===== src/rtl/reg_file_ctx.sv =====
// Register file with accumulator, two bypassed read ports and a single-entry shadow context bank.
// A save/restore sequencer copies one register per cycle to or from the shadow bank.
module reg_file_ctx #(
  parameter int DATA_W   = 8,
  parameter int NUM_REGS = 4,
  parameter int ADDR_W   = 2
) (
  input  logic              Reg_clk,
  input  logic              Reg_rst,
  input  logic [ADDR_W-1:0] rd_sel_a,
  input  logic [ADDR_W-1:0] rd_sel_b,
  input  logic [ADDR_W-1:0] wr_sel,
  input  logic              RF_we,
  input  logic [DATA_W-1:0] data_in,
  input  logic              Acc_we,
  input  logic [DATA_W-1:0] Acc_in,
  input  logic              ctx_save,
  input  logic              ctx_restore,
  output logic [DATA_W-1:0] data_out_a,
  output logic [DATA_W-1:0] data_out_b,
  output logic [DATA_W-1:0] Acc_out,
  output logic              busy,
  output logic              ctx_valid
);

  localparam int IDX_W = $clog2(NUM_REGS + 1);

  typedef enum logic [1:0] {IDLE, SAVE, RESTORE} state_t;

  state_t            state;
  logic [IDX_W-1:0]  idx;
  logic [DATA_W-1:0] regs   [NUM_REGS];
  logic [DATA_W-1:0] shadow [NUM_REGS];
  logic [DATA_W-1:0] acc;
  logic [DATA_W-1:0] shadow_acc;
  logic              busy_q;
  logic              valid_q;
  logic [DATA_W-1:0] rd_a;
  logic [DATA_W-1:0] rd_b;
  logic              wr_sel_ok;

  assign busy      = busy_q;
  assign ctx_valid = valid_q;
  assign Acc_out   = acc;
  assign wr_sel_ok = (int'(wr_sel) < NUM_REGS);

  // Selects beyond the implemented registers read as zero.
  always_comb begin
    rd_a = '0;
    rd_b = '0;
    for (int i = 0; i < NUM_REGS; i++) begin
      if (rd_sel_a == ADDR_W'(i)) rd_a = regs[i];
      if (rd_sel_b == ADDR_W'(i)) rd_b = regs[i];
    end
  end

  always_comb begin
    data_out_a = rd_a;
    data_out_b = rd_b;
    if (RF_we && !busy_q && wr_sel_ok && (wr_sel == rd_sel_a)) data_out_a = data_in;
    if (RF_we && !busy_q && wr_sel_ok && (wr_sel == rd_sel_b)) data_out_b = data_in;
  end

  // Writes and requests are only honoured in IDLE; idx == NUM_REGS is the accumulator step.
  always_ff @(posedge Reg_clk or posedge Reg_rst) begin
    if (Reg_rst) begin
      state      <= IDLE;
      idx        <= '0;
      busy_q     <= 1'b0;
      valid_q    <= 1'b0;
      acc        <= '0;
      shadow_acc <= '0;
      for (int i = 0; i < NUM_REGS; i++) begin
        regs[i]   <= '0;
        shadow[i] <= '0;
      end
    end else begin
      case (state)
        IDLE: begin
          for (int i = 0; i < NUM_REGS; i++) begin
            if (RF_we && (wr_sel == ADDR_W'(i))) regs[i] <= data_in;
          end
          if (Acc_we) acc <= Acc_in;
          idx <= '0;
          if (ctx_save) begin
            state   <= SAVE;
            busy_q  <= 1'b1;
            valid_q <= 1'b0;
          end else if (ctx_restore && valid_q) begin
            state  <= RESTORE;
            busy_q <= 1'b1;
          end
        end
        SAVE: begin
          if (idx == IDX_W'(NUM_REGS)) begin
            shadow_acc <= acc;
            valid_q    <= 1'b1;
            busy_q     <= 1'b0;
            idx        <= '0;
            state      <= IDLE;
          end else begin
            for (int i = 0; i < NUM_REGS; i++) begin
              if (idx == IDX_W'(i)) shadow[i] <= regs[i];
            end
            idx <= idx + 1'b1;
          end
        end
        RESTORE: begin
          if (idx == IDX_W'(NUM_REGS)) begin
            acc    <= shadow_acc;
            busy_q <= 1'b0;
            idx    <= '0;
            state  <= IDLE;
          end else begin
            for (int i = 0; i < NUM_REGS; i++) begin
              if (idx == IDX_W'(i)) regs[i] <= shadow[i];
            end
            idx <= idx + 1'b1;
          end
        end
        default: begin
          state  <= IDLE;
          busy_q <= 1'b0;
          idx    <= '0;
        end
      endcase
    end
  end

endmodule

===== config.mk =====
export PLATFORM = sky130hd
export DESIGN_NAME = reg_file_ctx
export DESIGN_NICKNAME = d
export VERILOG_FILES = /design/src/rtl/reg_file_ctx.sv
export SDC_FILE = /design/constraint.sdc
export NUM_CORES = 1
export LEC_CHECK = 0
export ABC_AREA = 1
export CAP_MARGIN = 15
export CELL_PAD_IN_SITES_DETAIL_PLACEMENT = 0
export CELL_PAD_IN_SITES_GLOBAL_PLACEMENT = 1
export CORE_ASPECT_RATIO = 1.1
export CORE_MARGIN = 5
export CORE_UTILIZATION = 37
export DETAILED_ROUTE_END_ITERATION = 16
export PLACE_DENSITY = 0.75
export RECOVER_POWER = 100
export SLEW_MARGIN = 20
export SYNTH_ARGS = -nofsm -noshare
export SYNTH_HDL_FRONTEND = slang
export SYNTH_SLANG_ARGS = --single-unit

===== constraint.sdc =====
create_clock -name Reg_clk -period 3.1 [get_ports Reg_clk]
set_input_delay 0.775 -clock Reg_clk [delete_from_list [all_inputs] [get_ports Reg_clk]]
set_output_delay 0.775 -clock Reg_clk [all_outputs]
set_load 0.005 [all_outputs]

==> impl_table.tex, run 1 <==
\begin{tabular}{lr}
\hline
Metric & Value \\
\hline
\multicolumn{2}{l}{\textbf{Status}} \\
\quad Result of the run & finished with violations \\
\quad Failing checks & max-capacitance violations, max-slew violations \\
\multicolumn{2}{l}{\textbf{Route}} \\
\quad Total via count in the routed design & between 4000 and 5000 \\
\quad Violation count after the first detailed-route iteration & a little over 300 \\
\quad ANT nets after route & 0 \\
\quad DRC & 0 \\
\quad Total wire length & 14.2 mm \\
\quad Vias per cell & approximately 5.2 \\
\quad Wirelength per Cell & 16.6 µm \\
\quad Detailed-routing iteration count for the pre-antenna-repair pass & 6 \\
\multicolumn{2}{l}{\textbf{Synth}} \\
\quad Library cells used by synthesis & 26 \\
\quad Share of Yosys cell area claimed by the top area cell type & a little under half \\
\quad Largest area contributor in the netlist & sky130\_fd\_sc\_hd\_\_dfrtp\_1 \\
\quad Register area share after synthesis & 46.4\% \\
\quad Biggest area contributors in the synthesized netlist & sky130\_fd\_sc\_hd\_\_dfrtp\_1, sky130\_fd\_sc\_hd\_\_nand2\_1, sky130\_fd\_sc\_hd\_\_nand3\_1 \\
\quad Post-synthesis instance total & 616 \\
\quad Mapped Nets & roughly 650 \\
\quad Number of synthesized register bits & 87 \\
\quad Mean post-synth cell area & $\sim$7.6 µm² \\
\quad Yosys Warn Count & 0 \\
\quad Synthesized area & around 0.0047 mm² \\
\multicolumn{2}{l}{\textbf{Min path}} \\
\quad Classification of the worst-slack hold path & reg2reg \\
\quad Endpoint of the worst hold-timing path & shadow[2]\$\_DFFE\_PP0P\_ \\
\quad Number of instances on the worst hold path & 2 \\
\quad Launch instance of the worst min-delay path & shadow[2]\$\_DFFE\_PP0P\_ \\
\multicolumn{2}{l}{\textbf{Timing}} \\
\quad FMAX & around 0.33 GHz \\
\quad Endpoints failing setup & 0 \\
\quad Number of hold violations in the final report & 0 \\
\quad Final Max Slew Viols & 31 \\
\quad Tightest Pin Transition & approximately 1.6 ns \\
\quad Post-route clock skew & 0.00841 ns \\
\quad Final cycle utilization of the critical path & 98.1\% \\
\quad Max-slew headroom at the worst pin & -9.74\% \\
\quad Fin crit period & approximately 3.0 ns \\
\multicolumn{2}{l}{\textbf{Worst setup path}} \\
\quad Critical path launch point type & input port \\
\quad Origin of the critical flop-to-flop path & state[0]\$\_DFFE\_PP0P\_ \\
\quad Crit Path Category & in2out \\
\quad Reg2reg end & regs[21]\$\_DFFE\_PP0P\_ \\
\quad Data arrival time of the critical path & 2.27 ns \\
\quad Setup slack, reg-to-reg & around 0.96 ns \\
\quad Req. time, crit path & $\sim$2.3 ns \\
\quad Crit end category & output pin \\
\quad CP Max Fanout & 8 \\
\quad Logic depth of the worst register-to-register path & 7 \\
\multicolumn{2}{l}{\textbf{Placement}} \\
\quad Count of buffers from port buffering & between 50 and 60 \\
\quad Placed cell area & about 0.0055 mm² \\
\quad Post-detail-place hpwl & 10.4 mm \\
\quad Final GP Congestion & $\sim$0.9 \\
\multicolumn{2}{l}{\textbf{Finish}} \\
\quad Number of nets in the final layout & 728 \\
\quad Synthesis-to-layout area growth & 24.4\% \\
\quad Most frequent standard cell in the layout excluding fill and tap cells & sky130\_fd\_sc\_hd\_\_nand2\_1 \\
\quad Post-layout instance area & a little under 0.006 mm² \\
\quad Post-layout utilization of the core & a little under half \\
\quad Ant. Diodes & 0 \\
\quad Share of cells above drive strength 1 & 10.2\% \\
\quad Top library cells by usage in the layout, fill and taps aside & sky130\_fd\_sc\_hd\_\_nand2\_1, sky130\_fd\_sc\_hd\_\_dfrtp\_1, sky130\_fd\_sc\_hd\_\_nand3\_1 \\
\multicolumn{2}{l}{\textbf{Clocking}} \\
\quad Clock Pin Slew Worst Setup and Hold Paths & about 0.06 ns \\
\quad Total number of clock tree sinks & 87 \\
\quad Level count of the clock H-tree & 3 \\
\quad Insertion delay of the later-clocked pin in the worst-skew pair & approximately 0.35 ns \\
\quad CTS tree & done \\
\quad Clock Path Buffers & 2 \\
\quad Total CTS buffers & 9 \\
\quad Cell at the root of the clock tree & sky130\_fd\_sc\_hd\_\_clkbuf\_16 \\
\multicolumn{2}{l}{\textbf{Floorplanning}} \\
\quad Horizontal die dimension & 117 µm \\
\quad Chip Height & 128 µm \\
\quad Floorplan row count & between 40 and 50 \\
\quad Total die area & $\sim$0.015 mm² \\
\quad Starting density of the core & approximately 37\% \\
\quad Core outline area & 0.0125 mm² \\
\quad Ports placed on the boundary & 54 \\
\multicolumn{2}{l}{\textbf{Power and ir drop}} \\
\quad Power per cell area & between 900 and 1000 mW/mm² \\
\quad Max IR drop VDD & roughly 360 µV \\
\quad Leakage & 2.95 nW \\
\multicolumn{2}{l}{\textbf{Global route}} \\
\quad Global routing usage summed across all routing layers & about 19\% \\
\quad Via count of the first global-routing pass & roughly 4400 \\
\quad Initial antenna violation count & 0 \\
\quad Remaining global-route overflow & 0 \\
\quad First-pass GRT wire length & about 23 mm \\
\quad Pin count of the biggest net entering global routing & 58 \\
\multicolumn{2}{l}{\textbf{Run}} \\
\quad Max Cap Violations & 1 \\
\hline
\end{tabular}
## power by group
group / internal (W) / switching [W]
Combinational: 0.000798 / 0.00132
Clock: 0.000707 / 0.000470
Sequential: 0.00162 / 0.000373
## flip-flops by register name, summed over array words and instances (netlist names)
name and flops:
idx 3, shadow_acc 8, ctx_valid 1, state 2, regs 32, Acc_out 8, busy 1, shadow 32
## cells by family after synthesis
kind of cell | after synthesis | synth area share [%]
buffers and inverters | 87 | 7.99
AND/OR/NAND/NOR | 322 | 30.0
flip-flops | 87 | 46.4
XOR/XNOR | 1 | 0.346
adder cells (fa/ha/maj) | 8 | 2.13
AO/OA/AOI/OAI | 111 | 13.2
## per-layer routing
layer / global-route usage (%) / up-vias / part of all wire, %
met3: 3.75 / 19 / 5.3
met1: 24.7 / 2123 / 44
met2: 32.7 / 151 / 48
met5: 0 / - / 0
met4: 6.28 / 0 / 2.1
li1: - / 2162 / -
## worst max-delay path by stage
stage,startpoint,slack (ns),cells past startpoint,endpoint
2_1_floorplan,Reg_rst,0.07,1,Acc_out[0]$_DFFE_PP0P_
3_3_place_gp,rd_sel_b[1],-0.28,6,data_out_b[6]
3_5_place_dp,rd_sel_b[1],-0.31,6,data_out_b[5]
4_1_cts,RF_we,-0.02,9,data_out_b[0]
5_1_grt,rd_sel_a[0],-0.03,8,data_out_a[1]
6_report,rd_sel_a[0],0.06,8,data_out_a[1]
## through the flow
stage               setup slack [ns]  std cells  hold slack [ns]  power (W)  TNS, ns
floorplan                     0.0748        616            0.448    0.00336        0
global placement              -0.275        831            0.467    0.00417    -3.56
detailed placement            -0.313        831            0.473    0.00424    -3.84
CTS                          -0.0240        850            0.488    0.00543  -0.0348
global route                 -0.0290        853            0.507    0.00573  -0.0294
finish                        0.0580        853            0.485    0.00529        0
## cell type report
type | count | area [µm²]
clock buffers | 9 | 225
clock inverters | 6 | 92.6
fillers | 1306 | 6690
inverters | 65 | 250
multi-input cells | 443 | 2140
flip-flops and latches | 87 | 2180
well taps | 157 | 196
repair buffers | 86 | 761
## critical path: stages
cell and delay, ns:
sky130_fd_sc_hd__dlygate4sd2_1 0.32, sky130_fd_sc_hd__inv_1 0.11, sky130_fd_sc_hd__nand2_1 0.07, sky130_fd_sc_hd__nand2_2 0.09
sky130_fd_sc_hd__buf_4 0.18, sky130_fd_sc_hd__nand4_1 0.12, sky130_fd_sc_hd__nand2_1 0.10, sky130_fd_sc_hd__clkdlybuf4s50_1 0.50
## repair_timing
action / in CTS / in global routing
gates resized for setup: 20 / 10
hold buffers: 0 / 0
gates cloned: 1 / 0
pin swaps: 1 / 1
setup endpoints to repair: 16 / 13
buffers inserted: 3 / 3
## synth_stat cells
| master | count |
|---|---|
| sky130_fd_sc_hd__inv_2 | 5 |
| sky130_fd_sc_hd__nand3_2 | 1 |
| sky130_fd_sc_hd__inv_4 | 1 |
| sky130_fd_sc_hd__a21boi_0 | 3 |
| sky130_fd_sc_hd__ha_1 | 8 |
| sky130_fd_sc_hd__inv_1 | 59 |
| sky130_fd_sc_hd__nand2_1 | 189 |
| sky130_fd_sc_hd__nand3_1 | 83 |
| sky130_fd_sc_hd__nand4_1 | 16 |
| sky130_fd_sc_hd__xnor2_2 | 1 |
| sky130_fd_sc_hd__o21a_1 | 3 |
| sky130_fd_sc_hd__buf_4 | 5 |
| sky130_fd_sc_hd__dfrtp_1 | 87 |
| sky130_fd_sc_hd__o21ai_4 | 1 |
| sky130_fd_sc_hd__nand2_4 | 1 |
| sky130_fd_sc_hd__a21oi_1 | 28 |
| sky130_fd_sc_hd__clkbuf_1 | 3 |
| sky130_fd_sc_hd__o21ai_2 | 10 |
| sky130_fd_sc_hd__nor2_4 | 1 |
| sky130_fd_sc_hd__nor2_1 | 23 |
| sky130_fd_sc_hd__buf_2 | 10 |
| sky130_fd_sc_hd__o21ai_0 | 66 |
| sky130_fd_sc_hd__nor2_8 | 1 |
| sky130_fd_sc_hd__buf_6 | 2 |
| sky130_fd_sc_hd__nand2_2 | 7 |
| sky130_fd_sc_hd__buf_1 | 2 |
No activity file was read; power rests on OpenSTA's default activity.
==> run 2, diff against run 1 <==
--- a/config.mk
+++ b/config.mk
@@ -6,7 +6,6 @@
 export NUM_CORES = 1
 export LEC_CHECK = 0
 export ABC_AREA = 1
-export CAP_MARGIN = 15
 export CELL_PAD_IN_SITES_DETAIL_PLACEMENT = 0
 export CELL_PAD_IN_SITES_GLOBAL_PLACEMENT = 1
 export CORE_ASPECT_RATIO = 1.1
==> results of run 2 <==
Same layout as run 1: the final DEF is identical, and so are final timing and power.
==> edit 1, RTL diff (config.mk and constraints of run 1) <==
The parameter `NUM_REGS` goes from 4 to 8.
--- a/src/rtl/reg_file_ctx.sv
+++ b/src/rtl/reg_file_ctx.sv
@@ -4,3 +4,3 @@
   parameter int DATA_W   = 8,
-  parameter int NUM_REGS = 4,
+  parameter int NUM_REGS = 8,
   parameter int ADDR_W   = 2
Formal check against the unedited RTL: not equivalent (Yosys sat finds a counterexample within 10 cycles, from zero or initial values and one cycle with Reg_rst high).
==> edit 1 against run 1 <==
- design area up 5.0%
- wire length is 5.6% higher
- power fell by 3.5%
- sequential cell count up 1
- synthesized area grew 0.24%
- worst setup slack improved by 5.3 ps
- largest cell class is now multi-input gates
- critical endpoint is now data_out_a[2]
- first-iteration DRC count is 40% higher
- count of clock-buffer cells in the layout grew 3
- sequential share of layout area down 1.4 points
- core utilization rose by 2.3 points
- register-to-register slack got worse by 560 ps
==> edit 1: results (changes against run 1) <==
status: finished, final reports clean (was finished with violations)
slowest stage delay, CP: 500 ps (about the same)
leakage: 0.003140 µW (was 0.002947 µW)
hpwl dp: 10.75 mm (was 10.40 mm)
layout cells sized above 1: 0.1191 (was 0.1020)
distinct cell type count after synthesis: 24 (was 26)
Initial DRC Count: 431 (was 308)
worst hold path type: reg2reg (unchanged)
Area contributors post-synth: dfrtp_1 47%, nand2_1 19%, o21ai_0 8.1% (was dfrtp_1 46%, nand2_1 15%, nand3_1 8.8%)
syn avg cell area: 7.286 µm² (was 7.623 µm²)
Worst Skew: 10.45 ps (was 8.415 ps)
Via Count: 4700 (was 4455)
Placer Congestion: 0.8775 (was 0.8808)
clk slew on worst S/H paths: 60 ps (about the same)
Clock Power: 1210 µW
synth cell count leaders: 241 x nand2_1, 88 x dfrtp_1, 76 x o21ai_0, 61 x nand3_1, 57 x inv_1 (was 189 x nand2_1, 87 x dfrtp_1, 83 x nand3_1, 66 x o21ai_0, 59 x inv_1)
Peak VDD IR: 441.8 µV (was 358.9 µV)
worst slack, placed: -206.8 ps (was -313.1 ps)
vias in the first global route: 4596 (was 4391)
vias per cell: 5.199 (was 5.223)
placed cell areas: 5693 µm² (was 5510 µm²)
combinational group power: 2080 µW (was 2120 µW)
pin count of the biggest net entering global routing: 40 (was 58)
drt pass-1 iters: 5 (was 6)
final net count: 777 (was 728)
post-synth net total: 681 (was 652)
sequential area share after synthesis: 0.4678 (was 0.4636)
first-pass GRT wire length: 24.18 mm (was 23.19 mm)
max_slew headroom: 0.1623 (was -0.09737)
PwrDens: 832.5 nW/µm² (was 905.9 nW/µm²)
initial antenna violation count: 0 (unchanged)
P_int: 3011 µW (was 3125 µW)
CP max FO: 7 (was 8)
placed cell count: 878 (was 831)
Clock Path Buffers: 2 (unchanged)
total track usage: 0.2036 (was 0.1923)
WL final: 14.95 mm (was 14.16 mm)
## edit 1: cell count changes after synthesis, sizes merged, moves of 4 or more
cell / before / now
nor2: 25 / 35
clkbuf: 3 / 8
a21oi: 28 / 24
nand4: 16 / 24
nand2: 197 / 243
nand3: 84 / 62
buf: 19 / 13
inv: 65 / 59
## edit 1: worst paths after layout
check                                from             to  cells past startpoint  slack [ps]
worst max-delay path            wr_sel[0]  data_out_a[2]                      9          60
worst min-delay path            shadow[0]      shadow[0]                      2         490
worst max register to register   state[0]        regs[2]                      9         400
worst min register to register  shadow[0]      shadow[0]                      2         490
max in group asynchronous         Reg_rst       regs[20]                      3         420
min in group asynchronous         Reg_rst         idx[0]                      2        1150
## edit 1: kinds of logic after synthesis
kind of cell | after synthesis | synth area share
buffers and inverters | 80 | 0.06885
flip-flops | 88 | 0.4678
AO/OA/AOI/OAI | 103 | 0.1103
AND/OR/NAND/NOR | 364 | 0.3254
XOR/XNOR | 4 | 0.009040
adder cells (fa/ha/maj) | 7 | 0.01861
## edit 1: timing repair
item / 4_1_cts / 5_1_grt
endpoints found under the setup margin: 16 / 13
buffers inserted: 5 / 5
gates resized for setup: 25 / 22
pin swaps: 3 / 8
## edit 1: per-layer routing
layer	track usage	vias to the layer above	wire length, µm
met5	0	-	0
met4	0.08704	0	517
met3	0.05075	29	1139
met2	0.3199	182	6730
met1	0.2686	2204	6563
li1	-	2285	-
## edit 1: layout make-up
type | instances | area (µm²)
Multi-Input combinational cell | 478 | 2227
Timing Repair Buffer | 106 | 953.4
Inverter | 59 | 222.7
Fill cell | 1253 | 6401
Tap cell | 157 | 196.4
Clock inverter | 4 | 76.32
Sequential cell | 88 | 2202
Clock buffer | 12 | 256.5
==> edit 2, RTL diff (settings of run 1) <==
Without the edit above. Reset style: synchronous (`Reg_rst`), changed in one clocked block.
--- a/src/rtl/reg_file_ctx.sv
+++ b/src/rtl/reg_file_ctx.sv
@@ -64,3 +64,3 @@
   // Writes and requests are only honoured in IDLE; idx == NUM_REGS is the accumulator step.
-  always_ff @(posedge Reg_clk or posedge Reg_rst) begin
+  always_ff @(posedge Reg_clk) begin
     if (Reg_rst) begin
Behaviour: differs if Reg_rst is asserted again (counterexample within 4 cycles, from zero or initial values and one cycle with Reg_rst high); with Reg_rst held inactive, the same outputs for 4 cycles.
==> edit 2 against run 1 <==
- power is 27% lower
- critical path type unchanged
- via count is 0.25% higher
- combinational power is 44% lower
- critical endpoint is now data_out_b[6]
- wire length is 2.9% higher
- sequential cell count stayed put
- synthesized area is 3.0% higher
- worst setup slack better by 20 ps
- die area is 2.8% higher
- largest cell class unchanged
- design area is 3.7% higher
==> edit 2: results (changes against run 1) <==
number of fill cells in the layout: 1240 (was 1306)
root buffer cell: clkbuf_16 (unchanged)
hold_sp: shadow_acc[7] (was shadow[2])
vias in the first global route: 4372 (was 4391)
hold path cells: 2 (unchanged)
Synth Flop Type: edfxtp_1 (was dfrtp_1)
sequential area share after synthesis: 0.4924 (was 0.4636)
Area contributors post-synth: edfxtp_1 40%, nand2_1 14%, nand3_1 9.7% (was dfrtp_1 46%, nand2_1 15%, nand3_1 8.8%)
Placer Congestion: 0.9322 (was 0.8808)
distinct cell type count after synthesis: 24 (was 26)
final net count: 748 (was 728)
average wire per standard cell: 16.67 µm (was 16.59 µm)
r2r setup slk: 680 ps (was 960 ps)
Slew @ Worst Pin: 989.0 ps (was 1646 ps)
WL final: 14.57 mm (was 14.16 mm)
Worst Hold End: shadow_acc[7] (was shadow[2])
Peak VDD IR: 396.2 µV (was 358.9 µV)
EDFF count, synth: 64 (was 0)
Met1 Wirelength: 6.458 mm (was 6.263 mm)
placed cell areas: 5742 µm² (was 5510 µm²)
layout cells sized above 1: 0.09066 (was 0.1020)
syn avg cell area: 7.741 µm² (was 7.623 µm²)
metal3 WL: 850 µm (was 752 µm)
first-pass GRT wire length: 23.26 mm (was 23.19 mm)
Via Count: 4466 (was 4455)
met2 wire len: 6.628 mm (was 6.844 mm)
CP max FO: 7 (was 8)
utilization after layout: 0.4769 (was 0.4660)
P_sw: 1337 µW (was 2168 µW)
arrival time at the worst endpoint: 2250 ps (was 2270 ps)
YS warnings: 0 (unchanged)
worst slack, placed: -274.4 ps (was -313.1 ps)
post-synth net total: 661 (was 652)
total track usage: 0.1940 (was 0.1923)
R2R cell count: 9 (was 7)
CTS Buf Count: 9 (unchanged)
placed cell count: 852 (was 831)
Worst Skew: 8.450 ps (was 8.415 ps)
drt pass-1 iters: 7 (was 6)
f_max: 0.3310 GHz (was 0.3287 GHz)
initial antenna violation count: 0 (unchanged)
pin count of the biggest net entering global routing: 20 (was 58)
Critical R2R Launch: state[0] (unchanged)
leakage: 0.002800 µW (was 0.002947 µW)
Async SR Flop Fraction: 0 (was 1.000)
synth cell count leaders: 183 x nand2_1, 94 x nand3_1, 81 x inv_1, 64 x edfxtp_1, 64 x nor2_1 (was 189 x nand2_1, 87 x dfrtp_1, 83 x nand3_1, 66 x o21ai_0, 59 x inv_1)
reg2reg end: regs[2][7] (was regs[21])
Initial DRC Count: 370 (was 308)
hpwl dp: 11.21 mm (was 10.40 mm)
H-tree depth: 3 (unchanged)
status: finished, final reports clean (was finished with violations)
==> edit 2: cell count changes after synthesis, moves of 4 or more <==
cell	run 1	this run
edfxtp_1	0	64
a21boi_0	3	8
nand3_1	83	94
nand4_1	16	20
inv_1	59	81
o21ai_0	66	26
nand2_1	189	183
nor2_1	23	64
o21ai_2	10	0
dfxtp_1	0	23
nand2_2	7	2
dfrtp_1	87	0
a21oi_1	28	12
==> edit 2: how the worst max path moves through the flow <==
stage | from | endpoint | cells past startpoint
after floorplan | rd_sel_b[1] | data_out_b[0] | 8
after global placement | rd_sel_a[1] | data_out_a[7] | 8
after detailed placement | rd_sel_a[1] | data_out_a[7] | 8
after CTS | RF_we | data_out_b[3] | 10
after global routing | wr_sel[1] | data_out_b[3] | 10
final | wr_sel[1] | data_out_b[6] | 10
==> edit 2: worst max-delay path, cell delays in order <==
cell	delay [ps]
dlygate4sd2_1	350
inv_1	120
nand2_1	80
nand2_1	130
nor2_4	180
nand2_4	90
clkbuf_4	140
nand2_1	60
nand2_1	50
dlygate4sd2_1	260
==> edit 2: logic make-up (layout without fill, tap and decap cells) <==
logic type,Yosys count,in the layout,share of synthesized area
AOI/OAI and AO/OA,48,48,0.05508
xor gates and xnor gates,1,1,0.003363
buffers and inverters,110,201,0.09232
adders and majority gates,8,8,0.02069
and+or+nand+nor,371,372,0.3362
DFF,87,87,0.4924
==> edit 2: per-stage QoR <==
step           hold slack (ps)  TNS (ps)
6_report                 451.1         0
4_1_cts                  449.9         0
2_1_floorplan            424.0         0
5_1_grt                  479.1         0
3_3_place_gp             432.4     -3418
3_5_place_dp             439.7     -3703
==> edit 2: cell type report <==
cell class / count / share of cell area
inverter: 88 / 0.05455
clock inverter: 4 / 0.005372
timing repair buffer: 97 / 0.1333
tap: 157 / 0.03244
clock buffer: 12 / 0.04421
sequential: 87 / 0.3934
multi-input combinational: 429 / 0.3368
==> edit 2: power groups by stage <==
| stage | sequential [µW] | clock, µW | combinational [µW] |
|---|---|---|---|
| after floorplan | 1580 | 0 | 731 |
| after global placement | 1620 | 0 | 1210 |
| after detailed placement | 1630 | 0 | 1230 |
| after CTS | 1610 | 1100 | 1230 |
| after global routing | 1630 | 1160 | 1340 |
| final | 1600 | 1070 | 1180 |
==> edit 2: repair_timing <==
item                                    in CTS  in global routing
setup buffers                                4                  1
pin swaps                                    1                  2
cloned                                       1                  0
endpoints found under the setup margin      16                  3
resized for setup                           29                  1
==> edit 2: per-layer routing <==
metal	track usage	up-vias
met5	0	-
met4	0.09952	0
met3	0.04075	45
met2	0.3093	145
met1	0.2510	2067
li1	-	2209
